**config.mk**
```make
export PLATFORM = sky130hd
export DESIGN_NAME = cnt_seq_ctrl
export DESIGN_NICKNAME = d
export VERILOG_FILES = /design/src/rtl/cnt_seq_ctrl.sv
export SDC_FILE = /design/constraint.sdc
export NUM_CORES = 1
export LEC_CHECK = 0
export CORE_AREA = 2 2 75 84
export CTS_BUF_LIST = sky130_fd_sc_hd__clkbuf_4 sky130_fd_sc_hd__clkbuf_8 sky130_fd_sc_hd__clkbuf_16
export DETAILED_ROUTE_END_ITERATION = 10
export DIE_AREA = 0 0 77 86
export RECOVER_POWER = 50
export SKIP_LAST_GASP = 1
export SYNTH_ARGS = -nofsm -noshare
export SYNTH_HDL_FRONTEND = slang
export SYNTH_SLANG_ARGS = --single-unit
```
**constraint.sdc**
```tcl
create_clock -name clk -period 3.1 [get_ports clk]
set_input_delay 0.31 -clock clk [delete_from_list [all_inputs] [get_ports clk]]
set_output_delay 0.31 -clock clk [all_outputs]
set_load 0.02 [all_outputs]
```
**src/rtl/cnt_seq_ctrl.sv**
```systemverilog
// Programmable up/down run-to-value counter with one-shot or periodic reload,
// pause/abort, and a start/done handshake toward a host FSM.
module cnt_seq_ctrl #(
  parameter int DWIDTH = 7,
  parameter int RWIDTH = 4
) (
  input  logic              clk,
  input  logic              rst_n,
  input  logic              start_i,
  input  logic [DWIDTH-1:0] cnt_val_i,
  input  logic              dir_i,
  input  logic              reload_i,
  input  logic [RWIDTH-1:0] rpt_i,
  input  logic              pause_i,
  input  logic              stop_i,
  output logic [DWIDTH-1:0] cnt_o,
  output logic              busy_o,
  output logic              tick_o,
  output logic              done_o,
  output logic [RWIDTH-1:0] period_o
);

  localparam logic [0:0] S_IDLE = 1'b0;
  localparam logic [0:0] S_RUN  = 1'b1;

  typedef struct packed {
    logic [DWIDTH-1:0] tgt;
    logic              dir;
    logic              reload;
    logic [RWIDTH-1:0] rpt;
  } cfg_t;

  logic [0:0]        state;
  cfg_t              cfg;
  logic [DWIDTH-1:0] tv, sv;
  logic [RWIDTH-1:0] period_nxt;
  logic              at_tv, finish;

  // Terminal and start values swap with direction; T=0 makes them equal.
  assign tv         = cfg.dir ? '0 : cfg.tgt;
  assign sv         = cfg.dir ? cfg.tgt : '0;
  assign at_tv      = (cnt_o == tv);
  assign period_nxt = period_o + RWIDTH'(1);
  assign finish     = !cfg.reload || ((cfg.rpt != '0) && (period_nxt == cfg.rpt));
  assign busy_o     = (state == S_RUN);

  always_ff @(posedge clk or negedge rst_n) begin
    if (!rst_n) begin
      state    <= S_IDLE;
      cfg      <= '0;
      cnt_o    <= '0;
      tick_o   <= 1'b0;
      done_o   <= 1'b0;
      period_o <= '0;
    end else begin
      tick_o <= 1'b0;
      done_o <= 1'b0;
      case (state)
        S_IDLE: begin
          if (start_i) begin
            cfg      <= '{tgt: cnt_val_i, dir: dir_i, reload: reload_i, rpt: rpt_i};
            cnt_o    <= dir_i ? cnt_val_i : '0;
            period_o <= '0;
            state    <= S_RUN;
          end
        end
        S_RUN: begin
          if (stop_i) begin
            state <= S_IDLE;
          end else if (!pause_i) begin
            if (!at_tv) begin
              cnt_o <= cfg.dir ? cnt_o - DWIDTH'(1) : cnt_o + DWIDTH'(1);
            end else begin
              // End of period; a paused terminal lands here once pause drops.
              tick_o   <= 1'b1;
              period_o <= period_nxt;
              if (finish) begin
                done_o <= 1'b1;
                state  <= S_IDLE;
              end else begin
                cnt_o <= sv;
              end
            end
          end
        end
        default: state <= S_IDLE;
      endcase
    end
  end

endmodule

```
==> results.md, run 1 <==
- Status: complete, but fails checks
- Leading area contributor after synthesis: dfrtp_1
- Fin. max-slew vios: 27
- Largest family of logic cells by synthesized area: simple AND/OR/NAND/NOR gates
- Top_reg_cell synth: dfrtp_1
- Top-area cell type share of the netlist area: 0.401
- CTS sink count: 27
- CORE AREA: 5730 um^2
- First-pass GRT wire length: 6.71 mm
- Clock Latency Late Sink: between 200 and 300 ps
- Normalized max-slew margin: -0.00285
- RSZ-0062 raised after global routing: false
- Max-capacitance violation count: 1
- # DRC: 0
- Critical path class: reg2reg
- Synth Cell Area: 1690 um^2
- GRT Overall Usage: 0.128
- Vias post-DR: 1,455
- Routed len/inst: ~14 um
- H-tree levels: 1
- Achievable Freq: 396 MHz
- Fin crit period: 2530 ps
- Pre-Repair DR Iteration Count: 4
- Cell variety after synth: 49
- Num CTS Buffers: 3
- Drt initial violations: 94
- Post-Synth Adder-Cell Area: 0.0564
- Final ANT Viol Nets: 0
- Root Driver: clkbuf_8
- Fin. Hold Viols: 0
- Setup bufs post-CTS: 0
- Final period utilization: 0.816
- GRT overflow: 0
- Simple-gate area share of the yosys netlist: 0.216
- Die width: ~77 um
- Final Util: 0.370
- Synthesis warning total: 0
- Yosys reg bits: 27
- Vias in the first global route: roughly 1,400
- Die Y-Extent: 86 um
- Clock Tree Buf Depth: 2
- Most common cell in the netlist: nand2_1
- Syn Area/Cell: 9.26 um^2
- Synth async-reset ratio: 1.00
- Initial antenna violation count: 0
- TritonCTS clock tree: done
- Synth Area in XOR/XNOR: 0.0520
- GPL Wtd Cong: 0.863
- Syn-to-layout area delta: 25.8%
- Largest net degree at the start of global routing: 28
- Net Count, Synth: 207
- Multi-input gate area: 937 um^2
- Worst ir drop on vdd: 0.000257 V
- Seq/Total Area, Yosys: 0.401
- DP HPWL: a little over 3 mm
- Cells after synthesis: ~180
- Die Area: 6620 um^2
- Via/cell ratio: 5.02
- Worst Tran Pin Value: 1500 ps
- FF+latch area: 676 um^2
- Antenna cell count: 0
- Post-CTS sizing: 0
- Post-synthesis mux area share: 0.0490
- Skew final: about 7.0 ps
- Input/output buffers: 31
- Share of post-route cells with drive strength above 1: 0.0563
- # setup viols final: 0
- Std-Cell Rows: 29
- Critical Path Start Type: flip-flop
- Worst EP required: 3270 ps
- Nets: 239
- Violated checks: max-capacitance violations, max-slew violations
- List of most frequent post-synthesis cells: nand2_1 (35), dfrtp_1 (27), inv_1 (10), xnor2_1 (8)
- Hold slack final: 490 ps
- Worst min path class: reg2reg
- Compound-Gate Fraction of Synth Area: 0.183
- CP max FO: 12
- Fill count: 617
- CTS clk-pin slew, worst paths: 100 ps
- Total leakage power: roughly 0.00094 uW
- Arr. time, crit path: 2700 ps
- Boundary Pins: 32
- Sum Neg Setup Slack: 0 ps
- # hold bufs at CTS: 0
- Final WL: 4.07 mm
- R2R setup slack: 570 ps
- Initial core utilization: 0.294
- Post-synth EDFFs: 0
- Area contributors post-synth: dfrtp_1 (40%), nand2_1 (7.8%), ha_1 (4.5%), xnor2_1 (4.2%), mux2i_1 (3.6%)
- PD cells: 762 nW/um^2
- CP Capture Type: flip-flop
area by class of cell:
cell class	instances	area share
Clock buffer	3	0.0195
Sequential cell	27	0.319
Multi-Input combinational cell	137	0.442
Timing Repair Buffer	33	0.150
Inverter	12	0.0212
Tap cell	77	0.0454
Clock inverter	1	0.00354
kinds of logic (layout without fill, tap and decap cells):
group                    Yosys count  after routing
AO/OA/AOI/OAI                     40             40
adder cells (fa/ha/maj)            7              7
XOR/XNOR                          10             10
buffers and inverters             18             49
AND/OR/NAND/NOR                   72             72
multiplexers                       8              8
flip-flops                        27             27
critical path, stage by stage, from the launching register on:
cell and delay [ps]:
dfrtp_1 540, nor2b_1 210, xnor2_1 130, or3b_1 450
nor3_2 370, a31o_2 360, mux2_2 360
cells in the final DEF (no fill, tap or decap), types with 5 or more instances in the layout:
master,n
dfrtp_1,27
inv_1,10
nand2_1,35
clkdlybuf4s50_1,30
mux2i_1,6
nor2b_1,5
nand3_1,6
o21ai_0,7
nor2_1,7
xnor2_1,8
ha_1,6
flip-flops by register name, indices dropped and copies added, names as in the netlist:
register and cells:
tick_o 1, done_o 1, cnt_o 7, cfg 13, period_o 4, busy_o 1
layer usage:
layer / vias up / track usage / wire length [um] / part of all wire
met5: - / 0 / 0 / 0
met4: 0 / 0.0536 / 81 / 0.020
met3: 7 / 0.0200 / 183 / 0.045
met2: 42 / 0.222 / 1930 / 0.47
met1: 686 / 0.160 / 1880 / 0.46
li1: 720 / - / - / -
report_power, final:
part / leakage [uW] / total (uW) / switching [uW] / internal [uW]
combinational: 0.000576 / 844 / 437 / 407
clock: 0.0000217 / 207 / 115 / 91.5
sequential: 0.000342 / 565 / 128 / 437
total: 0.000940 / 1620 / 681 / 935
per-stage QoR:
stage	area [um^2]	cells	power, uW	worst slack (ps)
CTS	2130	290	1630	571
finish	2120	290	1620	572
detailed placement	2080	286	1410	596
global route	2120	290	1750	365
global placement	2080	286	1410	591
floorplan	1690	182	1140	784
worst paths after layout:
path	cells after the start	end	start
worst max register to register	6	cnt_o[1]	cfg[5]
worst min-delay path	2	cfg[4]	cfg[4]
worst min register to register	2	cfg[4]	cfg[4]
min in group asynchronous	2	period_o[2]	rst_n
worst max-delay path	6	cnt_o[1]	cfg[5]
max in group asynchronous	2	cnt_o[2]	rst_n
(Power assumes the default switching activity.)
==> run 2: changes to the inputs <==
- clock period: 3.1 -> 2.1 ns (I/O delays scaled with it)
==> run 2 against run 1 <==
Effect of this change: the flow finishes with violations (max-capacitance violations, max-slew violations, negative setup slack); clock skew shrank 3.0 ps; core utilization increased by 8.9 points; sequential share of layout area shrank 6.0 points; worst hold slack lost 46 ps; critical path depth did not move; count of clock-buffer cells in the layout is the same; highest routed layer unchanged; via count grew 13%; power rose by 95%; fmax grew 17%; global-route usage is 2.1 points higher; non-clock buffer count is 48 higher.
==> results.md, run 2 (synthesis gave the netlist of run 1 again) <==
- Status: complete, but fails checks
- Violated checks: max-capacitance violations, max-slew violations, negative setup slack
- Input/output buffers: 31
- Achievable Freq: 461 MHz
- Clock Tree Buf Depth: 2
- Most frequent cells in the layout: buf_4 (45), nand2_1 (35), clkdlybuf4s50_1 (30), dfrtp_1 (23), inv_1 (9)
- Crit-path leading delay family: compound AO/OA/AOI/OAI gates
- Fin crit period: between 2000 and 2500 ps
- Max-capacitance violation count: 1
- Final ANT Viol Nets: 0
- FF+latch area: approximately 680 um^2
- Worst min path class: in2reg
- Top Registers: cfg (13), cnt_o (7), period_o (4)
- Fin. max-slew vios: 28
- Fin. Hold Viols: 0
- Std-Cell Rows: 29
- PD cells: 1200 nW/um^2
- Hold path cells: 3
- Initial antenna violation count: 0
- Largest net degree at the start of global routing: 28
- Highest metal used: met4
- Crit path largest cell delay: 420 ps
- Multi-input gate area: roughly 1100 um^2
- CTS clk-pin slew, worst paths: around 100 ps
- Boundary Pins: 32
- Antenna cell count: 0
- GPL Wtd Cong: 0.879
- Root Driver: clkbuf_8
- Final period utilization: 1.03
- # setup viols final: 6
- M1 WL: 2.16 mm
- Die width: 77 um
- CP bufs+invs: 1
- Final WL: 4.67 mm
- Routed len/inst: 13.8 um
- Initial core utilization: 0.294
- Via/cell ratio: 4.85
- Register-to-Register Path Depth: 6
- Final setup margin: -69.8 ps
- Die Area: 6620 um^2
- CTS sink count: 27
- Inst Count DP: 331
- Worst R2R Start: cfg[12]
- Arr. time, crit path: 2320 ps
- Worst ir drop on vdd: 0.000468 V
- CORE AREA: 5730 um^2
- Crit-path slowest cell: dfrtp_1
- Final std cells w/o fill: about 340
- DR WL met2: 2.33 mm
- Cell mode on critical path: o31a_1
- R2R setup slack: -70 ps
- Critical path class: reg2reg
- Syn-to-layout area delta: 56.1%
- Worst EP required: 2250 ps
- RSZ-0062 raised after global routing: true
- DP HPWL: 3.50 mm
- Critical Path Start Type: flip-flop
- Met3 wire len: ~120 um
- Pre-CTS setup slack: -99.9 ps
- First-pass GRT wire length: 7.90 mm
- Worst Tran Pin Value: about 1500 ps
- Largest Register: cfg
- Critical-path cell list: a221o_1, o31a_1, o31a_1, buf_4, a222oi_1, mux2i_1
- Max reg flops: 13
- Clock Latency Late Sink: 280 ps
- Die Y-Extent: 86 um
- Normalized max-slew margin: -0.0238
- # DRC: 0
- Skew final: 4.00 ps
- Fill count: between 500 and 600
- Pre-Repair DR Iteration Count: 5
- Vias post-DR: 1,639
- Share of post-route cells with drive strength above 1: 0.310
- CP max FO: 4
- CP Capture Type: flip-flop
- Hold path endpoint: cfg[2]
- Drt initial violations: 102
- # hold bufs at CTS: 0
- GRT Overall Usage: 0.149
- H-tree levels: 1
- Num CTS Buffers: 3
- TritonCTS clock tree: done
- Most common cell after layout, fill and taps aside: buf_4
- GRT overflow: 0
- Nets: 287
- Total leakage power: 0.00121 uW
- RR Endpoint: cnt_o[2]
- Vias in the first global route: 1,627
- Min-delay src: rpt_i[2]
run 2: changes by cell type in the layout (fill, tap and decap cells not counted), moves of 3 or more:
cell,change
ha_4,+3
ha_1,-3
buf_6,+3
dfrtp_2,+4
dfrtp_1,-4
buf_4,+45
run 2: cell type report:
type	count	area share
Clock buffer	3	0.0157
Clock inverter	1	0.00190
Inverter	12	0.0171
Multi-Input combinational cell	137	0.408
Sequential cell	27	0.259
Tap cell	77	0.0366
Timing Repair Buffer	81	0.262
run 2: repair_timing:
item,CTS,global route
gates resized for setup,14,13
pin swaps,6,13
buffers inserted,0,4
setup endpoints to repair,11,12
run 2: layer usage:
metal,track usage,up-vias
met3,0.0147,4
met2,0.256,30
met4,0.0536,0
li1,-,814
met1,0.195,791
met5,0,-
run 2: through the flow:
step / power [uW] / TNS (ps) / hold WS [ps] / area [um^2] / utilization
final: 3150 / -211 / 444 / 2630 / 0.459
after global routing: 3390 / -1210 / 470 / 2630 / 0.459
after CTS: 3020 / -185 / 312 / 2540 / 0.444
after detailed placement: 2610 / -466 / 489 / 2440 / 0.425
after global placement: 2590 / -230 / 480 / 2440 / 0.425
after floorplan: 1720 / -238 / -85.6 / 1710 / -
run 2: worst max path at each step:
stage                        start     endpoint  slack, ps  cells past startpoint
after floorplan           cnt_o[0]  period_o[2]       -100                      7
after global placement      cfg[5]     cnt_o[5]        -80                      8
after detailed placement    cfg[5]     cnt_o[5]       -100                      8
after CTS                  cfg[12]     cnt_o[2]        -40                      6
after global routing       cfg[12]     cnt_o[4]       -170                      6
final                      cfg[12]     cnt_o[2]        -70                      6
run 2: where the power goes:
part | switching, uW | leakage, uW | internal, uW
sequential | 143 | 0.000338 | 651
clock | 174 | 0.0000255 | 133
combinational | 924 | 0.000842 | 1120
run 2: worst register-to-register path, delay by kind of cell (launching register included):
kind | cells | cell delay [ps]
DFF | 1 | 420
AOI/OAI and AO/OA | 4 | 1340
muxes | 1 | 130
buffers and inverters | 1 | 160
